$ cat src/rtl/rename_pkg.sv
// Shared rename-stage definitions: default register-file sizes, derived widths and the tag type.
package rename_pkg;

  localparam int ARCHFILE_SIZE_DEF = 32;
  localparam int PHYSFILE_SIZE_DEF = 256;
  localparam int TAG_W             = $clog2(PHYSFILE_SIZE_DEF);
  localparam int PTR_W             = TAG_W + 1;

  typedef logic [TAG_W-1:0] tag_t;
  typedef logic [PTR_W-1:0] ptr_t;

endpackage

$ cat src/rtl/freelist_ram.sv
// Free-tag storage: one synchronous write port, one asynchronous read port,
// contents loaded with the initial free tags while reset is asserted.
module freelist_ram #(
  parameter int DEPTH      = 256,
  parameter int WIDTH      = 8,
  parameter int INIT_COUNT = 224,
  parameter int INIT_BASE  = 32
) (
  input  logic                     clk,
  input  logic                     rst,
  input  logic                     we,
  input  logic [$clog2(DEPTH)-1:0] waddr,
  input  logic [WIDTH-1:0]         wdata,
  input  logic [$clog2(DEPTH)-1:0] raddr,
  output logic [WIDTH-1:0]         rdata
);

  logic [WIDTH-1:0] mem [DEPTH];

  // NOTE: the storage is reset on purpose -- the list must come up holding tags
  // ARCHFILE_SIZE.. so it cannot be a plain RAM macro without an init sequencer.
  always_ff @(posedge clk or posedge rst) begin
    if (rst) begin
      for (int i = 0; i < DEPTH; i++)
        mem[i] <= (i < INIT_COUNT) ? WIDTH'(INIT_BASE + i) : '0;
    end else if (we) begin
      mem[waddr] <= wdata;
    end
  end

  assign rdata = mem[raddr];

endmodule

$ cat src/rtl/phys_freelist.sv
// Physical-register free list with speculative and committed heads.
// Optional stall statistic enabled by defining FREELIST_STATS_EN.
module phys_freelist
  import rename_pkg::*;
#(
  parameter int ARCHFILE_SIZE = ARCHFILE_SIZE_DEF,
  parameter int PHYSFILE_SIZE = PHYSFILE_SIZE_DEF
) (
  input  logic                             clk,
  input  logic                             rst,
  input  logic                             alloc_req,
  output logic                             alloc_gnt,
  output logic [$clog2(PHYSFILE_SIZE)-1:0] alloc_phys,
  input  logic                             free_valid,
  input  logic [$clog2(PHYSFILE_SIZE)-1:0] free_phys,
  input  logic                             commit_alloc,
  input  logic                             rollback,
  output logic [$clog2(PHYSFILE_SIZE):0]   free_count,
  output logic                             overflow_err,
  output logic [31:0]                      alloc_stall_cnt
);

  localparam int TW = $clog2(PHYSFILE_SIZE);
  localparam int PW = TW + 1;
  localparam logic [PW-1:0] INIT_TAIL = PW'(PHYSFILE_SIZE - ARCHFILE_SIZE);
  localparam logic [PW-1:0] FULL_CNT  = PW'(PHYSFILE_SIZE);

  logic [PW-1:0] spec_head, commit_head, tail;
  logic          empty, full, wr_en;

  // Pointers carry a wrap bit, so full (distance == depth) differs from empty.
  assign free_count = tail - spec_head;
  assign empty      = (free_count == '0);
  assign full       = ((tail - commit_head) == FULL_CNT);
  assign alloc_gnt  = alloc_req & ~empty & ~rollback;
  assign wr_en      = free_valid & ~full;

  freelist_ram #(
    .DEPTH      (PHYSFILE_SIZE),
    .WIDTH      (TW),
    .INIT_COUNT (PHYSFILE_SIZE - ARCHFILE_SIZE),
    .INIT_BASE  (ARCHFILE_SIZE)
  ) u_ram (
    .clk   (clk),
    .rst   (rst),
    .we    (wr_en),
    .waddr (tail[TW-1:0]),
    .wdata (free_phys),
    .raddr (spec_head[TW-1:0]),
    .rdata (alloc_phys)
  );

  // NOTE: all state uses non-blocking assignments so every pointer update in a
  // cycle sees the pre-edge values of the others.
  always_ff @(posedge clk or posedge rst) begin
    if (rst) begin
      spec_head    <= '0;
      commit_head  <= '0;
      tail         <= INIT_TAIL;
      overflow_err <= 1'b0;
    end else begin
      commit_head <= commit_head + PW'(commit_alloc);
      // Rollback restores the speculative head to the committed one, including this cycle's commit.
      if (rollback)
        spec_head <= commit_head + PW'(commit_alloc);
      else if (alloc_gnt)
        spec_head <= spec_head + 1'b1;
      if (wr_en)
        tail <= tail + 1'b1;
      if (free_valid && full)
        overflow_err <= 1'b1;
    end
  end

`ifdef FREELIST_STATS_EN
  logic [31:0] stall_cnt;

  always_ff @(posedge clk or posedge rst) begin
    if (rst)
      stall_cnt <= '0;
    else if (alloc_req && !alloc_gnt && stall_cnt != '1)
      stall_cnt <= stall_cnt + 1'b1;
  end

  assign alloc_stall_cnt = stall_cnt;
`else
  assign alloc_stall_cnt = '0;
`endif

endmodule

$ cat config.mk
export PLATFORM = sky130hd
export DESIGN_NAME = phys_freelist
export DESIGN_NICKNAME = d
export VERILOG_FILES = /design/src/rtl/rename_pkg.sv /design/src/rtl/freelist_ram.sv /design/src/rtl/phys_freelist.sv
export SDC_FILE = /design/constraint.sdc
export NUM_CORES = 2
export LEC_CHECK = 0
export CAP_MARGIN = 20
export CORE_ASPECT_RATIO = 0.5
export CORE_UTILIZATION = 53
export CTS_CLUSTER_DIAMETER = 50
export CTS_CLUSTER_SIZE = 40
export DETAILED_ROUTE_END_ITERATION = 8
export HOLD_SLACK_MARGIN = 0.06
export PLACE_DENSITY = 0.76
export SYNTH_ARGS = -nofsm -noshare
export SYNTH_HDL_FRONTEND = slang
export SYNTH_SLANG_ARGS = --single-unit
$ cat constraint.sdc
create_clock -name clk -period 93.9 [get_ports clk]
set_input_delay 23.475 -clock clk [delete_from_list [all_inputs] [get_ports clk]]
set_output_delay 23.475 -clock clk [all_outputs]
set_load 0.01 [all_outputs]
==> summary.md <==
| Metric | Value |
|---|---|
| Die Wd | `610 um` |
| RSZ-0062 raised after global routing | `no` |
| Final hold vios | `0` |
| First-pass DRT Iterations | `9` |
| Post-CTS Setup Inserts | `0` |
| Failing checks | `DRC` |
| Worst path max stage delay | `0.57 ns` |
| CP Max Fanout | `7` |
| Routed WL | `233 mm` |
| Die area | `187000 um2` |
| Maxcap violations | `0` |
| CP cell instances | `clkdlybuf4s50_1 > o31ai_2 > nor2_1 > clkdlybuf4s50_1` |
| Static Leak | `45.1 nW` |
| Crit path launch type | `input port` |
| Post-synth EDFFs | `0` |
| Outcome | `finished, violations left` |
| Worst endpoint required time | `70.43 ns` |
| Hold Buf Count CTS | `0` |
| Post-synth cell types | `63` |
| Synthesized flop and latch total | `2076` |
| Clk buf depth | `4` |
| Nets | `5784` |
| P&R area growth vs syn | `7.52%` |
| Drt wl/cell | `28.1 um` |
| Residual DRC | `4` |
| Starting DRT DRC Count | `4234` |
| Initial antenna violation count | `5` |
| Setup TNS | `0 ns` |
| GRT overflow | `0` |
| Largest net degree at the start of global routing | `201` |
| Placed insts | `8019` |
| H-Tree Level Count | `4` |
| Vias/cell | `6.37` |
| Endpoint class of the critical path | `output pin` |
| Fill cell count | `13500` |
| Overall Power | `2.42 mW` |
| Core area | `183000 um2` |
| Final Slew Violations | `0` |
| Slew HR | `16.9%` |
| Vias in the first global route | `56500` |
| Reg power frac | `44.4%` |
| Ys async rst share | `100%` |
| Clk sink count | `2076` |
| WS Path Type | `input port to output pin` |
| NetSw | `0.799 mW` |
| Min Tclk post-route | `48.44 ns` |
| Post-CTS sizing | `0` |
| Inserted Clock Buffers | `145` |
| Routed Antenna Nets | `0` |
| F_max | `20.6 MHz` |
| Synth Instances | `5899` |
| Post-Layout Cell Count | `8284` |
| DR vias | `52800` |
| Int Power | `1.62 mW` |
| Yosys Warn Count | `0` |
| Ys flop type | `dfrtp_1` |
| Combinational Power Share | `27.7%` |
| CTS tree | `yes` |
| Multi-input gate area | `42800 um2` |
| Syn avg cell area | `16.6 um2` |
| Total global-route track usage | `25.4%` |
| Worst min path class | `flip-flop to flip-flop` |
| First-pass GRT wire length | `362 mm` |
| IO Pins | `65` |
| Initial core utilization | `53.4%` |
| Layout cells sized above 1 | `68.0%` |
| Maximum VDD drop | `28.8 uV` |
| Final Skew | `0.0543 ns` |
| Reg area | `53100 um2` |
| Proportion of power drawn by the clock network | `27.8%` |
| Clk Tree Root Cell | `clkbuf_16` |
| CP dominant cell by count | `clkdlybuf4s50_1` |
| Slew @ Worst Pin | `1.25 ns` |
| Mapped Area | `98000 um2` |
| Gpl congestion | `0.840` |
| Pwr/cell area | `23.0 nW/um2` |
| Final HPWL DP | `141 mm` |
| Seq/Total Area, Yosys | `54.2%` |
| Critical Path AT | `24.97 ns` |
| DIE HEIGHT | `306 um` |
| Cell row count | `111` |
| Period utilization | `51.6%` |
| Clock latency on the worst-skew pair | `0.84 ns` |
| Sw Ratio | `33.0%` |
| Slowest CP cell | `clkdlybuf4s50_1` |
| I/O Buffers | `32` |
| Clk slew on worst S/H paths | `0.07 ns` |
| Final setup fails | `0` |
power groups by stage:
stage	Clock [mW]	Combinational (mW)	Sequential, mW
after floorplan	0	0.491	1.06
after global placement	0	0.653	1.08
after detailed placement	0	0.667	1.09
after CTS	0.686	0.669	1.07
after global routing	0.718	0.706	1.09
final	0.673	0.671	1.07
sequential cells by signal (all words and copies together) (netlist names):
signal / flops
commit_head: 9
spec_head: 9
tail: 9
overflow_err: 1
u_ram.mem: 2048
layout make-up:
cell class,count,share of cell area [%]
Inverter,22,0.0927
Clock inverter,87,0.968
Timing Repair Buffer,120,1.27
Sequential cell,2076,50.5
Multi-Input combinational cell,3381,40.6
Clock buffer,168,3.68
Tap cell,2429,2.89
Antenna cell,1,0.00238
cell usage after synthesis (14+ instances only):
master | number | area (um2)
a221oi_1 | 20 | 175
a22oi_1 | 24 | 180
buf_1 | 16 | 60.1
buf_2 | 61 | 305
buf_4 | 47 | 353
buf_6 | 22 | 248
clkbuf_1 | 302 | 1130
dfrtp_1 | 1129 | 28300
dfstp_2 | 947 | 24900
ha_1 | 23 | 288
inv_1 | 18 | 67.6
mux2_1 | 265 | 2980
mux2_2 | 1784 | 20100
mux2i_1 | 15 | 150
mux4_2 | 634 | 14300
nand2_1 | 96 | 360
nor2_1 | 50 | 188
nor2_2 | 46 | 288
nor2_4 | 210 | 2360
nor3_1 | 24 | 120
o21ai_0 | 25 | 125
xnor2_1 | 14 | 123
cell usage in the layout, fill, tap and decap left out, drive strengths merged, types with 3 or more instances in the layout:
master         netlist  final
a21oi                9      9
a221oi              20     20
a22o                 9      9
a22oi               24     24
a31oi                3      3
and2                 4      4
and3                 6      6
buf                149     88
bufinv               0      8
clkbuf             302    176
clkdlybuf4s50        0     24
clkinv               2     30
clkinvlp             0     18
conb                 1     32
dfrtp             1129   1129
dfstp              947    947
ha                  23     23
inv                 20     53
mux2              2049   2049
mux2i               15     15
mux4               634    634
nand2               96     96
nand2b               6      6
nand3               13     13
nand4                5      5
nor2               306    306
nor2b                3      3
nor3                24     24
nor4                 5      5
o211ai               3      3
o21a                 4      4
o21ai               29     29
o221ai               3      3
o31ai                4      4
xnor2               15     15
xor2                13     13
final timing paths:
| check | startpoint | end | slack [ns] | cells past startpoint |
|---|---|---|---|---|
| setup reg to reg | tail[4] | u_ram.mem[1343] | 89.02 | 10 |
| setup / recovery | alloc_req | alloc_gnt | 45.46 | 4 |
| max in group asynchronous | rst | u_ram.mem[949] | 65.23 | 9 |
| hold reg to reg | overflow_err | overflow_err | 0.47 | 1 |
| min in group asynchronous | rst | u_ram.mem[1733] | 23.24 | 2 |
| hold / removal | overflow_err | overflow_err | 0.47 | 1 |
through the flow:
step	util, %	hold WS (ns)	area, um2	setup slack [ns]
final	57.5	0.468	105000	45.46
after global routing	57.5	0.487	105000	45.44
after CTS	57.3	0.469	105000	45.49
after detailed placement	54.6	0.451	100000	45.50
after global placement	54.6	0.444	100000	45.46
after floorplan	-	0.452	98100	13.35
per-layer routing:
metal | wire length (um) | up-vias | track usage (%)
met5 | 48 | - | 0
met3 | 13900 | 385 | 4.25
met1 | 102000 | 29300 | 37.0
li1 | - | 21700 | -
met4 | 6230 | 6 | 6.64
met2 | 111000 | 1481 | 39.8
cell families after synthesis:
family                     synth area share, %
DFF                                       54.2
and+or+nand+nor                           3.73
other                                  0.00383
xor gates and xnor gates                 0.258
adders and majority gates                0.314
buffers and inverters                     2.27
AOI/OAI and AO/OA                        0.888
muxes                                     38.3
worst max-delay path: cells and delay by family:
kind	cells	cell delay, ns
buf+inv	2	1.12
simple gates	1	0.20
compound gates	1	0.18
No activity file was read; power rests on OpenSTA's default activity.
